**config.mk**
```make
export PLATFORM = sky130hd
export DESIGN_NAME = fhn_core
export DESIGN_NICKNAME = d
export VERILOG_FILES = /design/src/rtl/fhn_core.sv
export SDC_FILE = /design/constraint.sdc
export NUM_CORES = 2
export LEC_CHECK = 0
export BUFFER_PORTS_ARGS = -buffer_cell sky130_fd_sc_hd__buf_2
export CELL_PAD_IN_SITES_DETAIL_PLACEMENT = 0
export CELL_PAD_IN_SITES_GLOBAL_PLACEMENT = 2
export CORE_MARGIN = 4
export CORE_UTILIZATION = 40
export DETAILED_ROUTE_END_ITERATION = 16
export GPL_TIMING_DRIVEN = 0
export HOLD_SLACK_MARGIN = 0.02
export PLACE_DENSITY = 0.85
export SYNTH_ARGS = -nofsm -noshare
export SYNTH_HDL_FRONTEND = slang
export SYNTH_SLANG_ARGS = --single-unit
```
**constraint.sdc**
```tcl
create_clock -name clk -period 43.1 [get_ports clk]
set_clock_uncertainty 0.15 [all_clocks]
set_input_delay 8.62 -clock clk [delete_from_list [all_inputs] [get_ports clk]]
set_output_delay 8.62 -clock clk [all_outputs]
set_load 0.005 [all_outputs]
```
**src/rtl/fhn_core.sv**
```systemverilog
// ---------------------------------------------------------------------------
// fhn_core
// FitzHugh-Nagumo neuron compute element, Q3.12 signed fixed point.
// On every rising clock edge the membrane potential v and the recovery
// variable w advance by one forward-Euler step (dt = 2^-DT_SHIFT) under the
// stimulus current i. There is no enable and no handshake: the core steps on
// every clock while rst is low.
//
// Ports:
//   clk    in   1      clock, all state changes on the rising edge
//   rst    in   1      synchronous active-high reset (v <- V_INIT, w <- W_INIT)
//   i      in   WIDTH  signed stimulus current, Q3.12
//   v      out  WIDTH  signed membrane potential, Q3.12, registered
//   w_out  out  WIDTH  signed recovery variable, Q3.12, registered
//
// Configuration macro:
//   FHN_SAT_EN  defined   : v_next / w_next saturate to the WIDTH-bit signed range
//               undefined : v_next / w_next wrap (low WIDTH bits kept)
// ---------------------------------------------------------------------------
module fhn_core #(
  parameter int WIDTH    = 16,
  parameter int FRAC     = 12,
  parameter int A        = 2867,
  parameter int B        = 3277,
  parameter int EPS      = 328,
  parameter int THIRD    = 1365,
  parameter int DT_SHIFT = 5,
  parameter int V_INIT   = -4913,
  parameter int W_INIT   = -2557
) (
  input  logic                    clk,
  input  logic                    rst,
  input  logic signed [WIDTH-1:0] i,
  output logic signed [WIDTH-1:0] v,
  output logic signed [WIDTH-1:0] w_out
);

  // Intermediates are 3*WIDTH wide: v^2 >>> FRAC can reach ~2^(2*WIDTH-FRAC-2)
  // and the following multiply by v would overflow a 2*WIDTH word at full
  // scale (which the saturating build can reach). 3*WIDTH keeps the math exact.
  localparam int XW = 3 * WIDTH;

  localparam logic signed [XW-1:0] P_A     = XW'(A);
  localparam logic signed [XW-1:0] P_B     = XW'(B);
  localparam logic signed [XW-1:0] P_EPS   = XW'(EPS);
  localparam logic signed [XW-1:0] P_THIRD = XW'(THIRD);

  logic signed [WIDTH-1:0] r_v;
  logic signed [WIDTH-1:0] r_w;

  logic signed [XW-1:0] w_v;
  logic signed [XW-1:0] w_w;
  logic signed [XW-1:0] w_i;
  logic signed [XW-1:0] w_v2;
  logic signed [XW-1:0] w_v3;
  logic signed [XW-1:0] w_c;
  logic signed [XW-1:0] w_dv;
  logic signed [XW-1:0] w_bw;
  logic signed [XW-1:0] w_dw;
  logic signed [XW-1:0] w_v_next;
  logic signed [XW-1:0] w_w_next;
  logic signed [WIDTH-1:0] w_v_red;
  logic signed [WIDTH-1:0] w_w_red;

  // Sign-extend the state and stimulus into the wide datapath.
  assign w_v = XW'(r_v);
  assign w_w = XW'(r_w);
  assign w_i = XW'(i);

  // Cubic term v^3/3; every >>> is a flooring arithmetic shift.
  assign w_v2 = (w_v * w_v) >>> FRAC;
  assign w_v3 = (w_v2 * w_v) >>> FRAC;
  assign w_c  = (w_v3 * P_THIRD) >>> FRAC;
  assign w_dv = w_v - w_c - w_w + w_i;

  // Recovery dynamics: eps * (v + a - b*w).
  assign w_bw = (P_B * w_w) >>> FRAC;
  assign w_dw = (P_EPS * (w_v + P_A - w_bw)) >>> FRAC;

  // Euler step with dt = 2^-DT_SHIFT.
  assign w_v_next = w_v + (w_dv >>> DT_SHIFT);
  assign w_w_next = w_w + (w_dw >>> DT_SHIFT);

`ifdef FHN_SAT_EN
  localparam logic signed [XW-1:0] SAT_MAX = XW'((2 ** (WIDTH - 1)) - 1);
  localparam logic signed [XW-1:0] SAT_MIN = XW'(-(2 ** (WIDTH - 1)));

  // Clamp so that an overdriven neuron pins at the rail instead of wrapping
  // its sign, which would look like a spurious spike to downstream logic.
  always_comb begin
    w_v_red = w_v_next[WIDTH-1:0];
    if (w_v_next > SAT_MAX) begin
      w_v_red = SAT_MAX[WIDTH-1:0];
    end else if (w_v_next < SAT_MIN) begin
      w_v_red = SAT_MIN[WIDTH-1:0];
    end

    w_w_red = w_w_next[WIDTH-1:0];
    if (w_w_next > SAT_MAX) begin
      w_w_red = SAT_MAX[WIDTH-1:0];
    end else if (w_w_next < SAT_MIN) begin
      w_w_red = SAT_MIN[WIDTH-1:0];
    end
  end
`else
  // Two's-complement wrap: keep the low WIDTH bits. Fine for |i| <= 2.0,
  // where the trajectory stays well inside the representable range.
  logic w_unused_hi;
  assign w_v_red     = w_v_next[WIDTH-1:0];
  assign w_w_red     = w_w_next[WIDTH-1:0];
  assign w_unused_hi = ^{w_v_next[XW-1:WIDTH], w_w_next[XW-1:WIDTH]};
`endif

  always_ff @(posedge clk) begin
    if (rst) begin
      r_v <= WIDTH'(V_INIT);
      r_w <= WIDTH'(W_INIT);
    end else begin
      r_v <= w_v_red;
      r_w <= w_w_red;
    end
  end

  assign v     = r_v;
  assign w_out = r_w;

endmodule

```
== After elaboration in Yosys (flattened, before gate mapping) ==
Cells that the tools add are included.

* Bits in registers: 32
* Bits in latches: 0
* RAM bits: 0
* ROM bits: 0
* Input bits: 18
* Logic and storage cells: 14
* Memories kept: 0

* Add/sub/neg operators: 7
* Multiply operators: 5
* Div/mod/pow operators: 0
* Magnitude comparators: 0
* Eq/ne operators: 0
* Shift-type cells: 0
* Muxes and demuxes: 0
* Bitwise operators: 0
* Reduce and logical (&&, ||, !) cells: 0

{| class="wikitable"
|+ Operator list
! cell !! number
|-
| multiplier 20 x 16 -> 36 bit || 1
|-
| multiplier 24 x 12 -> 33 bit (second input constant) || 1
|-
| multiplier 16 x 16 -> 32 bit || 1
|-
| multiplier 13 x 16 -> 29 bit (first input constant) || 1
|-
| multiplier 7 x 18 -> 25 bit (first input constant) || 1
|-
| adder 21 x 16 -> 21 bit || 1
|-
| subtractor 16 x 21 -> 21 bit || 1
|-
| subtractor 21 x 16 -> 21 bit || 1
|-
| subtractor 17 x 17 -> 18 bit || 1
|-
| adder 16 x 13 -> 17 bit (second input constant) || 1
|-
| adder 16 x 11 -> 16 bit || 1
|-
| adder 16 bit || 1
|}

== Logic depth before layout (Yosys ltp) ==
* Depth after elaboration: 7
* Depth in mapped cells: 94
* Gate-level depth less buffers: 91

== Least setup slack after synthesis ==
No wires, ideal clock.

* Kind: register to register
* Start point: register r_v[1], in the netlist v[1]
* End point: register r_v[15], in the netlist v[15]
* Setup time: 72 ps
* Arrival time: 20632 ps
* Required time: 42878 ps
* Slack: 22246 ps
* Stages on the path, launching flop included: 90
* Path buffers: 4
* Period minus slack after synthesis: 20854 ps
* Cells stage by stage: dfxtp_1 > clkbuf_1 > clkbuf_1 > nand2_1 > fa_1 > fa_1 > fa_1 > inv_1 > fa_1 > fa_1 > inv_1 > fa_1 > inv_1 > ha_1 > inv_1 > o2111ai_1 > o211a_1 > o21a_1 > [... 54 more ...] > a221oi_1 > o21ai_1 > o21ai_0 > a21boi_0 > o21a_1 > nor2_1 > xnor2_1 > ha_1 > and2_1 > a22o_1 > a311oi_1 > or4_1 > and4_1 > nor3_2 > xnor2_1 > or3_1 > and3b_1 > mux2i_1

* Longest elaborated chain between the ends: 7

{| class="wikitable"
|+ RTL lines
! what !! RTL line !! RTL
|-
| start, declared || 48 || <nowiki>logic signed [WIDTH-1:0] r_v;</nowiki>
|-
| start signal, assigned || 116 || <nowiki>r_v <= WIDTH'(V_INIT);</nowiki>
|-
| start signal, assigned || 119 || <nowiki>r_v <= w_v_red;</nowiki>
|-
| multiplier 16 x 16 -> 32 bit || 71 || <nowiki>assign w_v2 = (w_v * w_v) >>> FRAC;</nowiki>
|-
| multiplier 20 x 16 -> 36 bit || 72 || <nowiki>assign w_v3 = (w_v2 * w_v) >>> FRAC;</nowiki>
|-
| multiplier 24 x 12 -> 33 bit || 73 || <nowiki>assign w_c = (w_v3 * P_THIRD) >>> FRAC;</nowiki>
|-
| subtractor 16 x 21 -> 21 bit || 74 || <nowiki>assign w_dv = w_v - w_c - w_w + w_i;</nowiki>
|-
| subtractor 21 x 16 -> 21 bit || 74 ||
|-
| adder 21 x 16 -> 21 bit || 74 ||
|-
| adder 16 bit * || 81 || <nowiki>assign w_v_next = w_v + (w_dv >>> DT_SHIFT);</nowiki>
|}

Every way passes the cells marked *; elsewhere a longest branch is shown, timed or not.
A chain may end at the register's enable or synchronous reset.

== Worst setup path after layout ==
* Start point: register r_v[10], in the netlist v[10]
* End point: register r_v[15], in the netlist v[15]

Same word-level chain as after synthesis.

==> flow_metrics.py <==
metrics = {
    "sta": {
        "slew_headroom_pct": 14.5,
        "final_max_slew_viol_count": 0,
        "fmax_ghz": 0.0393,
        "rsz0062_at_grt": "no",
        "timing.hold.ws_ns": 0.764,
        "setup_viol": 0,
        "worst_slew_pin_slew_ns": 1.28,
        "final_hold_viol_count": 0,
        "fin_crit_sh_pct": 59.1,
        "tns_ns": 0,
        "fin_crit_ns": 25.47,
    },
    "grt": {
        "grt_pass1_wl_um": 147000,
        "grt_max_degree": 15,
        "antenna_found_initial": 4,
        "grt.overflow.total": 0,
        "grt.total_usage_pct": 21.2,
        "grt_pass1_vias": 25752,
    },
    "yosys": {
        "async_flop_share_pct": 0,
        "synthCells": 3688,
        "netlist_top_cells_area": "fa_1, ha_1, inv_1, xnor2_1, nand2_1",
        "ys_types": 86,
        "ys_top_cells_by_count": "inv_1, fa_1, ha_1",
        "avgSynthCellArea_sq_um": 9.18,
        "synthesis.area_sq_um": 33900,
        "ys.flop_type": "dfxtp_1",
        "syn_nets": 4968,
        "ys.warnings.count": 0,
        "yosysTopAreaCell": "fa_1",
        "synth-seq-cells": 32,
        "synth_edf_count": 0,
        "synth_top_area_share_pct": 45.0,
        "yosysMostFrequentCell": "inv_1",
        "ys_seq_area_share_pct": 1.89,
    },
    "cts": {
        "h-tree-depth": 2,
        "clock_sink_count": 32,
        "cts_made_buffers": 5,
        "ctsResizeCount": 0,
        "clk_path_buf_depth": 2,
        "cts_tree": "yes",
        "holdBufCountCts": 0,
        "cts_setup_buffers": 0,
        "cts.clk_slew.worst_paths_ns": 0.06,
        "cts-root-buf": "clkbuf_16",
        "clk_latency_ns": 0.29,
    },
    "placed_design": {
        "io_buffers": 49,
        "dp_hpwl_um": 79300,
        "gp_congestion": 0.865,
    },
    "detailed_routing": {
        "initialDrtViolationCount": 1212,
        "detail_route.wl_per_cell_um": 18.7,
        "route.antenna.remaining_nets": 0,
        "via_per_inst": 4.84,
        "via_count": 23607,
        "drt_wl_total_um": 91200,
        "drc_errors": 0,
        "drtPass1Iterations": 7,
    },
    "setup_path": {
        "crit_path_start_kind": "flop",
        "required_ns": 43.09,
        "cp_max_fo": 10,
        "slowest_stage": "nor3_1",
        "cpPeakStageDelay_ns": 0.89,
        "crit_top_cell": "fa_1",
        "arrival_ns": 25.46,
        "endpoint_kind": "flop",
        "crit_type": "flop to flop",
    },
    "floorplanning": {
        "die_area_sq_um": 89400,
        "boundaryPins": 50,
        "die_w_um": 299,
        "die_y_um": 299,
        "fp.coreArea_sq_um": 83800,
        "start_util_pct": 40.4,
        "fp-row-count": 106,
    },
    "worst_hold_path": {
        "hold_class": "flop to flop",
    },
    "cells_and_area": {
        "nets": 5025,
        "utilization_pct": 42.6,
        "antenna_cells": 0,
        "synthToLayoutAreaGrowth_pct": 5.47,
        "n_fill_cell": 8539,
        "drive_gt1_share_pct": 3.23,
    },
    "status": {
        "outcome": "finished clean",
    },
    "run": {
        "cap_violations": 0,
    },
}
## routing by layer
metal	part of all wire, %	track usage, %	vias up
li1	-	-	11183
met1	46	29.9	11877
met2	47	35.5	446
met3	4.6	2.40	101
met4	2.7	4.77	0
met5	0	0	-
## placed cells by master (no fill, tap or decap), types with 7 or more instances in the layout
cell       count
nand2b_1      26
a2111oi_0      7
o21a_1        20
clkinv_1      11
o21ai_1        7
nor2b_1       14
fa_1         762
o21bai_1      23
xor2_1        44
nor2_1       159
or3_1         13
inv_1       1055
and3_1        10
ha_1         500
or2_2         14
xnor2_1      123
and2_1       138
nor3_1        59
buf_2         57
nand4_1       13
nand3_1       25
a21oi_1       89
dfxtp_1       32
a21o_1        41
o21ai_0       36
a211oi_1       7
clkbuf_1      63
nand2_1      271
## sequential cells by signal, indices dropped and copies added (netlist names)
signal,cells
w_out,16
v,16
## cells by family after synthesis
logic type                 Yosys count  synth area share, %
muxes                                7                0.225
xor gates and xnor gates           174                 4.67
adders and majority gates         1262                 63.5
buffers and inverters             1147                 12.8
DFF                                 32                 1.89
and+or+nand+nor                    758                 10.6
AOI/OAI and AO/OA                  308                 6.28
## through the flow
step / setup slack (ns) / cell area (sq um) / std cells
global placement: 17.83 / 35500 / 4871
floorplan: 22.25 / 33900 / 3688
detailed placement: 17.78 / 35600 / 4872
CTS: 17.69 / 35700 / 4879
finish: 17.63 / 35700 / 4879
global route: 16.47 / 35700 / 4879
## path summary, 6_finish.rpt
kind | cells after the start | slack, ns | end | start
worst max-delay path | 86 | 17.63 | v[15] | v[10]
worst min-delay path | 2 | 0.76 | w_out[1] | w_out[1]
worst max register to register | 86 | 17.63 | v[15] | v[10]
worst min register to register | 2 | 0.76 | w_out[1] | w_out[1]
## final cells by class
type | count | area [sq um] | share of cell area (%)
sequential | 32 | 641 | 1.79
clock buffer | 7 | 153 | 0.427
inverter | 1068 | 4010 | 11.2
timing repair buffer | 50 | 273 | 0.764
tap | 1134 | 1420 | 3.97
multi-input combinational | 2509 | 28900 | 80.9
buffer | 79 | 333 | 0.932
## critical path, delay by kind of cell (launching register included)
family          cells  cell delay (ns)
xor+xnor            4             0.63
mux                 1             0.08
simple gates       15             4.53
flops               1             0.74
compound gates     26             6.02
fa+ha+maj          23            10.53
buf+inv            17             2.61
Power is not shown: default switching activity piles up to over one toggle a cycle in this logic, so the estimate is an artifact.
